**src/rtl/ex_pkg.sv**
```systemverilog
`default_nettype none
// +----------------------------------------------------------------------------+
// | Module      : ex_pkg                                                      |
// | Description : Shared encodings for the execute stage: ALUOp/funct codes,  |
// |               control-field bit indices, ALU and multiplier FSM enums.     |
// | Revision    : 1.0 - initial release                                        |
// +----------------------------------------------------------------------------+
package ex_pkg;

    localparam logic [1:0] c_aluop_add   = 2'b00;
    localparam logic [1:0] c_aluop_sub   = 2'b01;
    localparam logic [1:0] c_aluop_rtype = 2'b10;
    localparam logic [1:0] c_aluop_addi  = 2'b11;

    localparam logic [5:0] c_funct_add = 6'b100000;
    localparam logic [5:0] c_funct_sub = 6'b100010;
    localparam logic [5:0] c_funct_and = 6'b100100;
    localparam logic [5:0] c_funct_or  = 6'b100101;
    localparam logic [5:0] c_funct_mul = 6'b011000;

    localparam int c_wb_regwrite = 1;
    localparam int c_wb_memtoreg = 0;
    localparam int c_m_memread   = 1;
    localparam int c_m_memwrite  = 0;
    localparam int c_ex_regdst   = 3;
    localparam int c_ex_aluop_hi = 2;
    localparam int c_ex_aluop_lo = 1;
    localparam int c_ex_alusrc   = 0;

    typedef enum logic [2:0] {
        ALU_ADD,
        ALU_SUB,
        ALU_AND,
        ALU_OR,
        ALU_MUL,
        ALU_NONE
    } alu_op_e;

    typedef enum logic [1:0] {
        ST_IDLE,
        ST_BUSY,
        ST_DONE
    } mul_state_e;

    function automatic alu_op_e decode_alu(input logic [1:0] aluop, input logic [5:0] funct);
        alu_op_e op;
        op = ALU_NONE;
        case (aluop)
            c_aluop_add, c_aluop_addi: op = ALU_ADD;
            c_aluop_sub:               op = ALU_SUB;
            default: begin
                case (funct)
                    c_funct_add: op = ALU_ADD;
                    c_funct_sub: op = ALU_SUB;
                    c_funct_and: op = ALU_AND;
                    c_funct_or:  op = ALU_OR;
                    c_funct_mul: op = ALU_MUL;
                    default:     op = ALU_NONE;
                endcase
            end
        endcase
        return op;
    endfunction

endpackage
`default_nettype wire

```
**src/rtl/ex_stage_if.sv**
```systemverilog
`default_nettype none
// +----------------------------------------------------------------------------+
// | Module      : ex_stage_if                                                 |
// | Description : ID/EX inputs, MEM/WB forwarding inputs and EX/MEM outputs    |
// |               of the execute stage.                                        |
// | Revision    : 1.0 - initial release                                        |
// +----------------------------------------------------------------------------+
interface ex_stage_if #(
    parameter int DATA_W = 32,
    parameter int REG_AW = 5
);
    logic [1:0]        wb_i;
    logic [1:0]        m_i;
    logic [3:0]        ex_i;
    logic [DATA_W-1:0] data1_i;
    logic [DATA_W-1:0] data2_i;
    logic [DATA_W-1:0] signextend_i;
    logic [REG_AW-1:0] rs_i;
    logic [REG_AW-1:0] rt_i;
    logic [REG_AW-1:0] rd_i;
    logic              memwb_regwrite_i;
    logic [REG_AW-1:0] memwb_rd_i;
    logic [DATA_W-1:0] memwb_data_i;
    logic [1:0]        wb_o;
    logic [1:0]        m_o;
    logic [DATA_W-1:0] alu_result_o;
    logic [DATA_W-1:0] wdata_o;
    logic [REG_AW-1:0] rd_o;
    logic              stall_o;

    modport slave (
        input  wb_i, m_i, ex_i, data1_i, data2_i, signextend_i, rs_i, rt_i, rd_i,
        input  memwb_regwrite_i, memwb_rd_i, memwb_data_i,
        output wb_o, m_o, alu_result_o, wdata_o, rd_o, stall_o
    );

    modport master (
        output wb_i, m_i, ex_i, data1_i, data2_i, signextend_i, rs_i, rt_i, rd_i,
        output memwb_regwrite_i, memwb_rd_i, memwb_data_i,
        input  wb_o, m_o, alu_result_o, wdata_o, rd_o, stall_o
    );
endinterface
`default_nettype wire

```
**src/rtl/ex_mul_seq.sv**
```systemverilog
`default_nettype none
// +----------------------------------------------------------------------------+
// | Module      : ex_mul_seq                                                  |
// | Description : Iterative shift-add multiplier (low word), one bit per cycle.|
// |               Instantiated only when EX_STAGE_MUL_EN is defined.           |
// | Revision    : 1.0 - initial release                                        |
// +----------------------------------------------------------------------------+
module ex_mul_seq
    import ex_pkg::*;
#(
    parameter int DATA_W = 32
) (
    input  wire logic              clk_i,
    input  wire logic              rst_i,
    input  wire logic              start_i,
    input  wire logic [DATA_W-1:0] op_a_i,
    input  wire logic [DATA_W-1:0] op_b_i,
    output logic                   busy_o,
    output logic                   done_o,
    output logic [DATA_W-1:0]      product_o
);
    localparam int                 c_cnt_w    = $clog2(DATA_W);
    localparam logic [c_cnt_w-1:0] c_cnt_last = c_cnt_w'(DATA_W - 1);

    mul_state_e          r_state;
    logic [DATA_W-1:0]   r_mcand;
    logic [DATA_W-1:0]   r_mplier;
    logic [DATA_W-1:0]   r_prod;
    logic [c_cnt_w-1:0]  r_cnt;

    always_ff @(posedge clk_i or negedge rst_i) begin
        if (!rst_i) begin
            r_state  <= ST_IDLE;
            r_mcand  <= '0;
            r_mplier <= '0;
            r_prod   <= '0;
            r_cnt    <= '0;
        end else begin
            case (r_state)
                ST_IDLE: begin
                    if (start_i) begin
                        r_mcand  <= op_a_i;
                        r_mplier <= op_b_i;
                        r_prod   <= '0;
                        r_cnt    <= '0;
                        r_state  <= ST_BUSY;
                    end
                end
                ST_BUSY: begin
                    if (r_mplier[0]) begin
                        r_prod <= r_prod + r_mcand;
                    end
                    r_mcand  <= r_mcand << 1;
                    r_mplier <= r_mplier >> 1;
                    r_cnt    <= r_cnt + 1'b1;
                    if (r_cnt == c_cnt_last) begin
                        r_state <= ST_DONE;
                    end
                end
                ST_DONE: r_state <= ST_IDLE;
                default: r_state <= ST_IDLE;
            endcase
        end
    end

    // Busy asserts in the issue cycle so upstream freezes before the first edge.
    assign busy_o    = rst_i & (((r_state == ST_IDLE) & start_i) | (r_state == ST_BUSY));
    assign done_o    = (r_state == ST_DONE);
    assign product_o = r_prod;

endmodule
`default_nettype wire

```
**src/rtl/ex_stage.sv**
```systemverilog
`default_nettype none
// +----------------------------------------------------------------------------+
// | Module      : ex_stage                                                    |
// | Description : Execute stage: forwarding, ALU, optional sequential multiply |
// |               (macro EX_STAGE_MUL_EN) and the EX/MEM pipeline register.    |
// | Revision    : 1.0 - initial release                                        |
// +----------------------------------------------------------------------------+
module ex_stage
    import ex_pkg::*;
#(
    parameter int DATA_W = 32,
    parameter int REG_AW = 5
) (
    input  wire logic  clk_i,
    input  wire logic  rst_i,
    ex_stage_if.slave  bus
);
    logic [1:0]        r_wb;
    logic [1:0]        r_m;
    logic [DATA_W-1:0] r_alu;
    logic [DATA_W-1:0] r_wdata;
    logic [REG_AW-1:0] r_rd;
    logic [1:0]        r_hold_wb;
    logic [1:0]        r_hold_m;
    logic [REG_AW-1:0] r_hold_rd;
    logic              r_stall_q;

    logic [DATA_W-1:0] w_fwd_a;
    logic [DATA_W-1:0] w_fwd_b;
    logic [DATA_W-1:0] w_op2;
    logic [DATA_W-1:0] w_alu_res;
    logic [REG_AW-1:0] w_dest;
    alu_op_e           w_op;
    logic              w_mul_busy;
    logic              w_mul_done;
    logic [DATA_W-1:0] w_product;

    // EX/MEM result wins over MEM/WB: it is the younger producer.
    always_comb begin
        w_fwd_a = bus.data1_i;
        if (r_wb[c_wb_regwrite] && (r_rd != '0) && (r_rd == bus.rs_i)) begin
            w_fwd_a = r_alu;
        end else if (bus.memwb_regwrite_i && (bus.memwb_rd_i != '0) && (bus.memwb_rd_i == bus.rs_i)) begin
            w_fwd_a = bus.memwb_data_i;
        end
    end

    always_comb begin
        w_fwd_b = bus.data2_i;
        if (r_wb[c_wb_regwrite] && (r_rd != '0) && (r_rd == bus.rt_i)) begin
            w_fwd_b = r_alu;
        end else if (bus.memwb_regwrite_i && (bus.memwb_rd_i != '0) && (bus.memwb_rd_i == bus.rt_i)) begin
            w_fwd_b = bus.memwb_data_i;
        end
    end

    assign w_op2  = bus.ex_i[c_ex_alusrc] ? bus.signextend_i : w_fwd_b;
    assign w_dest = bus.ex_i[c_ex_regdst] ? bus.rd_i : bus.rt_i;
    assign w_op   = decode_alu(bus.ex_i[c_ex_aluop_hi:c_ex_aluop_lo], bus.signextend_i[5:0]);

    always_comb begin
        w_alu_res = '0;
        case (w_op)
            ALU_ADD: w_alu_res = w_fwd_a + w_op2;
            ALU_SUB: w_alu_res = w_fwd_a - w_op2;
            ALU_AND: w_alu_res = w_fwd_a & w_op2;
            ALU_OR:  w_alu_res = w_fwd_a | w_op2;
            default: w_alu_res = '0;
        endcase
    end

`ifdef EX_STAGE_MUL_EN
    ex_mul_seq #(
        .DATA_W (DATA_W)
    ) u_mul (
        .clk_i     (clk_i),
        .rst_i     (rst_i),
        .start_i   (w_op == ALU_MUL),
        .op_a_i    (w_fwd_a),
        .op_b_i    (w_fwd_b),
        .busy_o    (w_mul_busy),
        .done_o    (w_mul_done),
        .product_o (w_product)
    );
`else
    assign w_mul_busy = 1'b0;
    assign w_mul_done = 1'b0;
    assign w_product  = '0;
`endif

    always_ff @(posedge clk_i or negedge rst_i) begin
        if (!rst_i) begin
            r_wb      <= '0;
            r_m       <= '0;
            r_alu     <= '0;
            r_wdata   <= '0;
            r_rd      <= '0;
            r_hold_wb <= '0;
            r_hold_m  <= '0;
            r_hold_rd <= '0;
            r_stall_q <= 1'b0;
        end else begin
            r_stall_q <= w_mul_busy;
            // First stalled cycle is the issue cycle of the multiply.
            if (w_mul_busy && !r_stall_q) begin
                r_hold_wb <= bus.wb_i;
                r_hold_m  <= bus.m_i;
                r_hold_rd <= w_dest;
            end
            if (w_mul_busy) begin
                r_wb <= '0;
                r_m  <= '0;
            end else if (w_mul_done) begin
                r_wb  <= r_hold_wb;
                r_m   <= r_hold_m;
                r_rd  <= r_hold_rd;
                r_alu <= w_product;
            end else begin
                r_wb    <= bus.wb_i;
                r_m     <= bus.m_i;
                r_alu   <= w_alu_res;
                r_wdata <= w_fwd_b;
                r_rd    <= w_dest;
            end
        end
    end

    assign bus.wb_o         = r_wb;
    assign bus.m_o          = r_m;
    assign bus.alu_result_o = r_alu;
    assign bus.wdata_o      = r_wdata;
    assign bus.rd_o         = r_rd;
    assign bus.stall_o      = w_mul_busy;

endmodule
`default_nettype wire

```
**src/flat_wrapper.sv**
```systemverilog
// flat-port wrapper written by rule: the top's interface ports become plain ports
module ex_stage_flat import ex_pkg::*;
#(
    parameter int DATA_W = 32,
    parameter int REG_AW = 5
)
  (clk_i, rst_i, bus_wb_i, bus_m_i, bus_ex_i, bus_data1_i, bus_data2_i, bus_signextend_i, bus_rs_i, bus_rt_i, bus_rd_i, bus_memwb_regwrite_i, bus_memwb_rd_i, bus_memwb_data_i, bus_wb_o, bus_m_o, bus_alu_result_o, bus_wdata_o, bus_rd_o, bus_stall_o);
  ex_stage_if #(.DATA_W(DATA_W), .REG_AW(REG_AW)) bus_i ();
  input  wire logic clk_i;
  input  wire logic rst_i;
  input wire logic [$bits(bus_i.wb_i)-1:0] bus_wb_i;
  input wire logic [$bits(bus_i.m_i)-1:0] bus_m_i;
  input wire logic [$bits(bus_i.ex_i)-1:0] bus_ex_i;
  input wire logic [$bits(bus_i.data1_i)-1:0] bus_data1_i;
  input wire logic [$bits(bus_i.data2_i)-1:0] bus_data2_i;
  input wire logic [$bits(bus_i.signextend_i)-1:0] bus_signextend_i;
  input wire logic [$bits(bus_i.rs_i)-1:0] bus_rs_i;
  input wire logic [$bits(bus_i.rt_i)-1:0] bus_rt_i;
  input wire logic [$bits(bus_i.rd_i)-1:0] bus_rd_i;
  input wire logic [$bits(bus_i.memwb_regwrite_i)-1:0] bus_memwb_regwrite_i;
  input wire logic [$bits(bus_i.memwb_rd_i)-1:0] bus_memwb_rd_i;
  input wire logic [$bits(bus_i.memwb_data_i)-1:0] bus_memwb_data_i;
  output wire logic [$bits(bus_i.wb_o)-1:0] bus_wb_o;
  output wire logic [$bits(bus_i.m_o)-1:0] bus_m_o;
  output wire logic [$bits(bus_i.alu_result_o)-1:0] bus_alu_result_o;
  output wire logic [$bits(bus_i.wdata_o)-1:0] bus_wdata_o;
  output wire logic [$bits(bus_i.rd_o)-1:0] bus_rd_o;
  output wire logic [$bits(bus_i.stall_o)-1:0] bus_stall_o;
  assign bus_i.wb_i = bus_wb_i;
  assign bus_i.m_i = bus_m_i;
  assign bus_i.ex_i = bus_ex_i;
  assign bus_i.data1_i = bus_data1_i;
  assign bus_i.data2_i = bus_data2_i;
  assign bus_i.signextend_i = bus_signextend_i;
  assign bus_i.rs_i = bus_rs_i;
  assign bus_i.rt_i = bus_rt_i;
  assign bus_i.rd_i = bus_rd_i;
  assign bus_i.memwb_regwrite_i = bus_memwb_regwrite_i;
  assign bus_i.memwb_rd_i = bus_memwb_rd_i;
  assign bus_i.memwb_data_i = bus_memwb_data_i;
  assign bus_wb_o = bus_i.wb_o;
  assign bus_m_o = bus_i.m_o;
  assign bus_alu_result_o = bus_i.alu_result_o;
  assign bus_wdata_o = bus_i.wdata_o;
  assign bus_rd_o = bus_i.rd_o;
  assign bus_stall_o = bus_i.stall_o;
  ex_stage #(.DATA_W(DATA_W), .REG_AW(REG_AW)) u_core (.clk_i(clk_i), .rst_i(rst_i), .bus(bus_i));
endmodule
```
**config.mk**
```make
export PLATFORM = sky130hd
export DESIGN_NAME = ex_stage_flat
export DESIGN_NICKNAME = d
export VERILOG_FILES = /design/src/rtl/ex_pkg.sv /design/src/rtl/ex_stage_if.sv /design/src/rtl/ex_mul_seq.sv /design/src/rtl/ex_stage.sv /design/src/flat_wrapper.sv
export SDC_FILE = /design/constraint.sdc
export NUM_CORES = 1
export LEC_CHECK = 0
export BUFFER_PORTS_ARGS = -buffer_cell sky130_fd_sc_hd__buf_2
export CELL_PAD_IN_SITES_DETAIL_PLACEMENT = 1
export CELL_PAD_IN_SITES_GLOBAL_PLACEMENT = 2
export CORE_MARGIN = 2
export CORE_UTILIZATION = 33
export CTS_BUF_LIST = sky130_fd_sc_hd__clkbuf_4
export DETAILED_ROUTE_END_ITERATION = 10
export PLACE_DENSITY = 0.95
export RECOVER_POWER = 100
export SLEW_MARGIN = 20
export SYNTH_ARGS = -nofsm -noshare
export SYNTH_HDL_FRONTEND = slang
export SYNTH_SLANG_ARGS = --single-unit
```
**constraint.sdc**
```tcl
create_clock -name clk_i -period 9.15 [get_ports clk_i]
set_input_delay 1.3725 -clock clk_i [delete_from_list [all_inputs] [get_ports clk_i]]
set_output_delay 1.3725 -clock clk_i [all_outputs]
set_load 0.03 [all_outputs]
```
==> flow_metrics.py <==
metrics = {
    "logic_synthesis": {
        "synthFlopType": "dfrtp_1",
        "syn_inst": 860,
        "synth_edf_count": 0,
        "synth_common_cells": "nand2_1, dfrtp_1, a21oi_1, mux2i_1, a31oi_1",
        "synth_top_area_cell": "dfrtp_1",
        "synth.area.top_cells": "dfrtp_1, mux2i_1, ha_1, xor2_1, xnor2_1",
        "ys_ff_latch": 73,
        "postSynth.asyncResetShare_pct": 100,
        "ys_warn_count": 0,
        "synth.avg_cell_area_sq_um": 8.36,
        "synthDominantCellAreaShare_pct": 25.4,
        "syn_area_sq_um": 7190,
        "yosysMostFrequentCell": "nand2_1",
        "syn-num-nets": 1054,
        "synthDistinctLibCells": 73,
        "ys_seq_area_share_pct": 25.4,
    },
    "worst_setup_path": {
        "crit_slowest_cell": "or2_2",
        "start_kind": "flop",
        "path_cells": "or4_1, o211ai_4, or2_2, a31oi_1, mux2i_1, nand4_1, nor4_1, and2b_1, a21oi_1, xor2_1, ha_1, a21oi_1, o21ai_0, a21oi_1, o21ai_0, a221oi_1, a21boi_0, o311ai_0, o21ai_0, xnor3_1, o22ai_1",
        "cpPeakStageDelay_ns": 0.77,
        "cp_data_arrival_time_ns": 8.25,
        "required_ns": 9.54,
        "r2r-start": "u_core.bus.rd_o[1]",
        "crit_fanout": 37,
        "path_class": "reg2reg",
        "critPathCaptureType": "flop",
        "reg2reg_slack_ns": 1.29,
        "ff2ff_path_depth": 21,
        "rr_endpoint": "u_core.bus.alu_result_o[31]",
    },
    "worst_hold_path": {
        "hold_path_depth": 2,
        "min_path_type": "reg2reg",
        "whs_endpoint": "u_core.bus.wdata_o[12]",
        "hp-start": "u_core.bus.alu_result_o[12]",
    },
    "outcome": {
        "violations": "max-capacitance violations, max-slew violations",
        "outcome": "finished with violations",
    },
    "placed_design": {
        "gp_congestion": 0.903,
        "portBuffers": 231,
        "dp_hpwl_um": 23900,
        "dpl_cell_area_sq_um": 8630,
    },
    "layout": {
        "register_area_sq_um": 1830,
        "area.growth.synth_to_final_pct": 20.7,
        "drive_above_1_share_pct": 19.9,
        "nets": 1259,
        "multi_input_area_sq_um": 5010,
        "nFillCells": 2752,
        "design_area_sq_um": 8680,
        "utilization_pct": 40.2,
    },
    "drt": {
        "wirelength_um": 31200,
        "route.vias.total": 7922,
        "wl_per_cell_um": 23.1,
        "ant_nets": 0,
        "firstDrtPassIters": 5,
        "viasPerCell": 5.86,
        "route.detailed.drc": 0,
        "drt-initial-drc-count": 556,
    },
    "sta": {
        "hold_viol": 0,
        "finalMaxSlewViolations": 74,
        "slew_headroom_pct": -180,
        "period_share_pct": 85.9,
        "finalSetupTns_ns": 0,
        "whs_ns": 0.638,
        "grt_setup_unrepaired": "no",
        "finalClockSkew_ns": 0.0272,
        "timing.fmax_mhz": 127,
        "setup_violations": 0,
        "worst_pin_slew_ns": 4.21,
        "min_period_ns": 7.86,
    },
    "die": {
        "die_y_um": 152,
        "ios": 233,
        "start_util_pct": 33.3,
        "fp.dieArea_sq_um": 23000,
        "fp.dieW_um": 152,
        "rows": 54,
        "core_sq_um": 21600,
    },
    "power": {
        "vdd_ir_drop_max_v": 0.0000665,
        "p_leak_nw": 3.60,
        "powerDensity_nw_per_um2": 175,
    },
    "global_routing": {
        "grt-ovfl-total": 0,
        "grt_pass1_wl_um": 47000,
        "antenna_found_initial": 4,
        "grt_util_all_layers_pct": 27.0,
        "grt_max_degree": 74,
        "grt_pass1_vias": 8118,
    },
    "clocking": {
        "cts_resized": 0,
        "hold_buffers": 0,
        "post_cts_buffers": 0,
        "clkLatencyLatePin_ns": 0.49,
        "clk_pin_slew_ns": 0.14,
        "clock_sinks": 73,
        "cts_tree": "built",
        "cts-buffers-inserted": 9,
        "htree_levels": 3,
        "clockBufferDepth": 2,
        "clockRootBuffer": "clkbuf_4",
    },
    "flow_run": {
        "cap_violations": 1,
    },
}
[report_power, final]
| group | internal, mW | switching, mW | total [mW] |
|---|---|---|---|
| registers | 0.396 | 0.0748 | 0.470 |
| clock network | 0.110 | 0.140 | 0.250 |
| logic | 0.271 | 0.532 | 0.802 |
[per-layer routing]
| layer | global-route usage (%) | up-vias | wire (um) |
|---|---|---|---|
| met4 | 7.04 | 6 | 648 |
| met3 | 5.78 | 55 | 3070 |
| met1 | 36.7 | 3824 | 13700 |
| met5 | 0 | - | 41 |
| met2 | 43.6 | 412 | 13800 |
| li1 | - | 3625 | - |
[cell families after synthesis]
group / synth area share [%]
AOI/OAI and AO/OA: 25.0
and+or+nand+nor: 16.5
buffers and inverters: 5.19
xor gates and xnor gates: 9.33
DFF: 25.4
adders and majority gates: 10.5
muxes: 8.07
other: 0.0522
[per-stage QoR]
step	total power [mW]	cells	setup slack, ns
2_1_floorplan	1.00	860	2.95
6_report	1.52	1351	1.29
5_1_grt	1.62	1351	0.829
3_3_place_gp	1.28	1334	1.63
3_5_place_dp	1.29	1334	1.44
4_1_cts	1.55	1350	1.70
[critical path, delay by kind of cell (launching register included)]
family / cells / cell delay [ns]
AOI/OAI and AO/OA: 12 / 3.07
and+or+nand+nor: 5 / 2.79
adders and majority gates: 1 / 0.36
DFF: 1 / 0.46
muxes: 1 / 0.56
xor gates and xnor gates: 2 / 0.50
[worst max path at each step]
stage | startpoint | to | depth (start not counted)
after floorplan | bus_memwb_rd_i[4] | u_core.bus.alu_result_o[31] | 24
after global placement | bus_rt_i[0] | u_core.bus.alu_result_o[31] | 22
after detailed placement | bus_rt_i[0] | u_core.bus.alu_result_o[31] | 22
after CTS | u_core.bus.rd_o[1] | u_core.bus.alu_result_o[31] | 21
after global routing | u_core.bus.rd_o[1] | u_core.bus.alu_result_o[31] | 21
final | u_core.bus.rd_o[1] | u_core.bus.alu_result_o[31] | 21
[layout by cell type (no fill, tap or decap), types with 4 or more instances in the layout]
cell / n
o21a_1: 22
o31ai_1: 23
a211oi_1: 4
ha_1: 34
and3_1: 7
a311oi_1: 13
mux2_2: 8
a21oi_1: 54
maj3_1: 31
nand4_1: 28
o22ai_1: 20
clkbuf_1: 76
and2_1: 10
nand2b_1: 11
nor2_1: 33
clkbuf_4: 9
inv_1: 37
a21o_1: 12
buf_2: 156
mux2i_1: 49
xor2_1: 38
buf_4: 16
nand2_1: 74
nand3_1: 10
xnor2_1: 36
o21ai_0: 37
o21bai_1: 6
nor3_1: 28
a31oi_1: 41
dfrtp_1: 73
[registers in the layout, indices dropped and copies added (netlist names)]
signal,flops
u_core.bus.alu_result_o,32
u_core.bus.m_o,2
u_core.bus.rd_o,5
u_core.bus.wb_o,2
u_core.bus.wdata_o,32
[cell type report]
class / instances / share of cell area (%)
antenna: 1 / 0.0288
sequential: 73 / 21.0
timing repair buffer: 248 / 13.7
clock inverter: 7 / 1.10
tap: 280 / 4.04
multi-input combinational: 696 / 57.8
clock buffer: 9 / 0.778
inverter: 37 / 1.60
Power figures use the tool's default switching activity.
